[src/rtl/inst_mem.sv]
// Loadable instruction memory: program words are streamed in while loading,
// then fetched with one-cycle latency. Define INST_MEM_PARITY_EN for per-word parity.
module inst_mem #(
  parameter int                DATA_W = 8,
  parameter int                ADDR_W = 8,
  parameter int                DEPTH  = 256,
  parameter logic [DATA_W-1:0] FILL   = '1
) (
  input  logic              clk_i,
  input  logic              rst_i,
  input  logic              fetch_en_i,
  input  logic [ADDR_W-1:0] address_i,
  output logic [DATA_W-1:0] instruction_o,
  output logic              instr_valid_o,
  input  logic              load_start_i,
  input  logic              load_valid_i,
  input  logic [DATA_W-1:0] load_data_i,
  input  logic              load_last_i,
  output logic              load_ready_o,
  output logic              busy_o,
  output logic [ADDR_W:0]   load_count_o,
  output logic              parity_err_o,
  output logic [1:0]        dbg_state_o
);

  localparam logic [1:0] ST_EMPTY = 2'd0;
  localparam logic [1:0] ST_LOAD  = 2'd1;
  localparam logic [1:0] ST_RUN   = 2'd2;

  localparam logic [ADDR_W-1:0] PTR_ONE  = ADDR_W'(1);
  localparam logic [ADDR_W:0]   CNT_ONE  = (ADDR_W+1)'(1);
  localparam logic [ADDR_W-1:0] PTR_LAST = ADDR_W'(DEPTH - 1);

  // Load handshake: a word transfers on a cycle where load_valid_i and
  // load_ready_o are both high; load_start_i in that cycle cancels the transfer.
  logic [1:0]        r_state;
  logic [ADDR_W-1:0] r_wr_ptr;
  logic [ADDR_W:0]   r_load_count;
  logic [DATA_W-1:0] r_mem [DEPTH];
  logic [DATA_W-1:0] r_instr;
  logic              r_valid;

  logic w_accept;
  logic w_wr_last;
  logic w_fetch;
  logic w_hit;

  assign w_accept  = (r_state == ST_LOAD) & load_valid_i & ~load_start_i;
  assign w_wr_last = (r_wr_ptr == PTR_LAST);
  assign w_fetch   = fetch_en_i & (r_state != ST_LOAD);
  assign w_hit     = ({1'b0, address_i} < r_load_count);

  always_ff @(posedge clk_i) begin
    if (rst_i) begin
      r_state      <= ST_EMPTY;
      r_wr_ptr     <= '0;
      r_load_count <= '0;
    end else begin
      case (r_state)
        ST_EMPTY, ST_RUN: begin
          if (load_start_i) begin
            r_state      <= ST_LOAD;
            r_wr_ptr     <= '0;
            r_load_count <= '0;
          end
        end
        ST_LOAD: begin
          if (load_start_i) begin
            r_wr_ptr     <= '0;
            r_load_count <= '0;
          end else if (w_accept) begin
            r_wr_ptr     <= r_wr_ptr + PTR_ONE;
            r_load_count <= r_load_count + CNT_ONE;
            if (load_last_i || w_wr_last) begin
              r_state <= ST_RUN;
            end
          end
        end
        default: begin
          r_state      <= ST_EMPTY;
          r_wr_ptr     <= '0;
          r_load_count <= '0;
        end
      endcase
    end
  end

  // Storage is deliberately not reset; a zero load count masks stale words.
  always_ff @(posedge clk_i) begin
    if (!rst_i && w_accept) begin
      r_mem[r_wr_ptr] <= load_data_i;
    end
  end

  always_ff @(posedge clk_i) begin
    if (rst_i) begin
      r_instr <= FILL;
      r_valid <= 1'b0;
    end else begin
      r_valid <= w_fetch;
      if (w_fetch) begin
        r_instr <= w_hit ? r_mem[address_i] : FILL;
      end
    end
  end

`ifdef INST_MEM_PARITY_EN
  logic r_par [DEPTH];
  logic r_par_err;

  always_ff @(posedge clk_i) begin
    if (!rst_i && w_accept) begin
      r_par[r_wr_ptr] <= ^load_data_i;
    end
  end

  // Error flag lines up with the fetched word it describes.
  always_ff @(posedge clk_i) begin
    if (rst_i) begin
      r_par_err <= 1'b0;
    end else begin
      r_par_err <= w_fetch & w_hit & ((^r_mem[address_i]) != r_par[address_i]);
    end
  end

  assign parity_err_o = r_par_err;
`else
  assign parity_err_o = 1'b0;
`endif

  assign instruction_o = r_instr;
  assign instr_valid_o = r_valid;
  assign load_ready_o  = (r_state == ST_LOAD);
  assign busy_o        = (r_state == ST_LOAD);
  assign load_count_o  = r_load_count;
  assign dbg_state_o   = r_state;

endmodule

[config.mk]
export PLATFORM = sky130hd
export DESIGN_NAME = inst_mem
export DESIGN_NICKNAME = d
export VERILOG_FILES = /design/src/rtl/inst_mem.sv
export SDC_FILE = /design/constraint.sdc
export NUM_CORES = 2
export LEC_CHECK = 0
export BUFFER_PORTS_ARGS = -buffer_cell sky130_fd_sc_hd__buf_2
export CAP_MARGIN = 5
export CORE_ASPECT_RATIO = 0.7
export CORE_UTILIZATION = 45
export DETAILED_ROUTE_END_ITERATION = 8
export PLACE_DENSITY = 0.63
export SETUP_SLACK_MARGIN = 0.1
export SYNTH_ARGS = -nofsm -noshare
export SYNTH_HDL_FRONTEND = slang
export SYNTH_SLANG_ARGS = --single-unit
export TNS_END_PERCENT = 50
[constraint.sdc]
create_clock -name clk_i -period 3.7 [get_ports clk_i]
set_input_delay 0.185 -clock clk_i [delete_from_list [all_inputs] [get_ports clk_i]]
set_output_delay 0.185 -clock clk_i [all_outputs]
set_load 0.1 [all_outputs]
==> key figures <==
Power
  • Switching Fraction: 21.8%
  • Switching pwr: between 10000 and 15000 µW
  • P_int: approximately 37000 µW
  • Final Total Pwr: 47300 µW
  • Combinational power share: 5.4%
  • Worst vdd ir: 0.514 mV
  • Reg power frac: between 50% and 60%
  • Clock power share: roughly 40%
  • P per Cell Area: roughly 510 mW/mm²
  • Leakage power: 0.0301 µW

Place
  • DPL Wire Length: roughly 140000 µm
  • Placed insts: roughly 6600
  • Placed cell areas: between 0.08 and 0.09 mm²
  • IO Port Bufs: 43
  • Routability cong.: approximately 0.92

Run
  • Max Cap Viol: 0

Global routing
  • Largest net degree at the start of global routing: 143
  • GRT Resource Usage Total: 23.7%
  • Grt total ovfl: 0
  • Initial antenna violation count: 4
  • First-pass GRT wire length: 311000 µm
  • Vias in the first global route: a little over 40000

Synthesis
  • Synth area leader: edfxtp_1
  • Asr flop ratio synth: 0%
  • Post-Syn Nets: between 4000 and 5000
  • Most common cell in the netlist: edfxtp_1
  • Main flop type after synthesis: edfxtp_1
  • Post-synth top cells: 2048 x edfxtp_1, 382 x mux4_2, 330 x nor2_1
  • Top cell type's share of synthesized area: between 70% and 80%
  • EDFF count, synth: 2048
  • Yosys reg bits: approximately 2100
  • Synth Instances: 4012
  • Syn Area/Cell: approximately 20 µm²
  • Top post-synthesis cells by area: edfxtp_1 75%, mux4_2 10%, mux2i_1 2.8%
  • Seq/Total Area, Yosys: about three quarters
  • Synthesized area: approximately 0.082 mm²
  • Distinct cell type count after synthesis: a little over 80
  • Ys Warns: 0

Clock tree
  • H-tree levels: 4
  • Sink Count: just over 2000
  • CTS Buffer Depth: 3
  • Clk root buf: clkbuf_16
  • Clk pin slew, worst setup/hold paths: 60 ps
  • Clock latency on the worst-skew pair: 840 ps
  • Post-CTS setup buffer count: 0
  • Num CTS Buffers: 189
  • CTS tree: built

Final layout
  • Final core occ: approximately half
  • Final instance area: between 0.09 and 0.1 mm²
  • Post-Layout Cell Count: 6969
  • Register area: 0.0621 mm²
  • Area Growth Syn to Fin: 13.6%
  • Final Net Count: 4471
  • Share of layout cells above drive strength 1: between 20% and 30%
  • Multi-input logic area: between 0.015 and 0.02 mm²
  • # fillers: about 14000

Floorplan
  • Core area: around 0.18 mm²
  • Die ar.: about 0.18 mm²
  • Chip height: roughly 360 µm
  • Initial core utilization: 45.5%
  • Std-Cell Rows: between 100 and 150
  • DIE WIDTH: 512 µm
  • # IOs: between 40 and 50

Drt
  • Drt initial violations: ~6500
  • DRC violation count after routing: 0
  • First-pass DRT Iterations: 6
  • Routed WL per cell: 31.3 µm
  • Routed Antenna Nets: 0
  • Via count: between 40000 and 50000
  • DRT Wirelength: 218000 µm
  • Via-per-instance ratio: between 6 and 7

Worst setup path
  • Critical Path Fanout Max: 16
  • Worst path bufs/invs: 1
  • Worst Setup End Kind: flop
  • Critical Path Most Common Cell: nor2_1
  • Arrival time worst endpoint: 3780 ps
  • Slowest library cell on the worst path: nor2_1
  • Critical path required time: around 4100 ps
  • Crit path largest cell delay: roughly 940 ps
  • Startpoint Class: flop
  • CP Cell Sequence: nor2b_1 > nand3b_1 > nor2_1 > nand2_1 > nor2_1 > buf_4 > nand2_1 > nor2_1
  • Top delay family on crit path: simple AND/OR/NAND/NOR gates
  • CP Class: reg2reg

Worst hold path
  • Worst min-delay path class: in2reg

Timing
  • Slew Limit Fails: 0
  • Fmax: roughly 300 MHz
  • Fin Setup TNS: 0 ps
  • Tcrit/Tclk final: around 90%
  • Relative slew slack: roughly 18%
  • Clock skew: 34.4 ps
  • RSZ-0062 raised after global routing: no
  • Hold Vio Cnt, Final: 0
  • Setup violators final: 0
  • Final min period: around 3300 ps
  • Slew of the pin with the lowest slew margin: 1230 ps

Outcome
  • Status: finished, final reports clean
[cell usage in the layout (no fill, tap or decap), drive strengths merged, types with 8 or more instances in the layout]
master and n:
a211oi 13, a21oi 59, a221oi 18, a31oi 20, a32oi 8, and2 11, and3 8, buf 445
bufinv 8, clkbuf 257, clkinv 79, dfxtp 28, dlygate4sd3 16, edfxtp 2048, ha 12, inv 25
mux2 20, mux2i 230, mux4 443, nand2 148, nand3 37, nor2 330, nor2b 17, nor3 27
nor4 11, o211ai 9, o21ai 44, o221ai 66, o22ai 62
[metrics by stage]
stage | worst slack, ps | hold WS, ps
final | 368 | 89.4
after global placement | 344 | 499
after global routing | 227 | 119
after detailed placement | 294 | 478
after CTS | 387 | 16.0
after floorplan | 270 | 273
[area by class of cell]
class                   instances  area share (%)
diodes                          2         0.00537
clock buffers                 249            5.47
clock inverters                96           0.828
inverters                      20          0.0832
multi-input cells            1681            19.4
flip-flops and latches       2076            66.6
well taps                    2376            3.19
repair buffers                469            4.41
[flip-flops by register name, indices dropped and copies added, names as in the netlist]
name / count
dbg_state_o: 2
instr_valid_o: 1
instruction_o: 8
load_count_o: 9
r_mem: 2048
r_wr_ptr: 8
[metal layers]
| metal | track usage, % | vias up | wire length, µm | part of all wire (%) |
|---|---|---|---|---|
| met5 | 0 | - | 13 | 0.0060 |
| met4 | 5.08 | 2 | 4000 | 1.8 |
| met3 | 6.21 | 277 | 26300 | 12 |
| met2 | 32.3 | 2469 | 91200 | 42 |
| met1 | 38.0 | 22700 | 96700 | 44 |
| li1 | - | 17500 | - | - |
[timing repair]
action | CTS | global route
setup endpoints to repair | 0 | 0
hold buffers | 16 | 0
resized for setup | 0 | 0
endpoints found under the hold margin | 154 | 0
[logic make-up after synthesis]
group | count (synthesis) | synth area share [%]
flip-flops | 2076 | 75.6
multiplexers | 693 | 15.5
AND/OR/NAND/NOR | 614 | 3.17
AO/OA/AOI/OAI | 353 | 3.05
buffers and inverters | 255 | 2.36
adder cells (fa/ha/maj) | 12 | 0.183
XOR/XNOR | 8 | 0.0854
other | 1 | 0.00457
[path summary, 6_finish.rpt]
| check | depth (start not counted) | start | endpoint | slack [ps] |
|---|---|---|---|---|
| worst min register to register | 2 | instruction_o[6] | instruction_o[6] | 510 |
| worst min-delay path | 1 | load_data_i[4] | r_mem[197][4] | 90 |
| worst max register to register | 8 | dbg_state_o[0] | r_mem[126][6] | 370 |
| worst max-delay path | 8 | dbg_state_o[0] | r_mem[126][6] | 370 |
[power groups by stage]
stage	combinational, µW	clock [µW]	sequential [µW]
6_report	2540	18900	25800
5_1_grt	2650	20000	25800
4_1_cts	2520	19100	25800
3_5_place_dp	2510	0	26300
3_3_place_gp	2480	0	26300
2_1_floorplan	1330	0	26400
No activity file was read; power rests on OpenSTA's default activity.
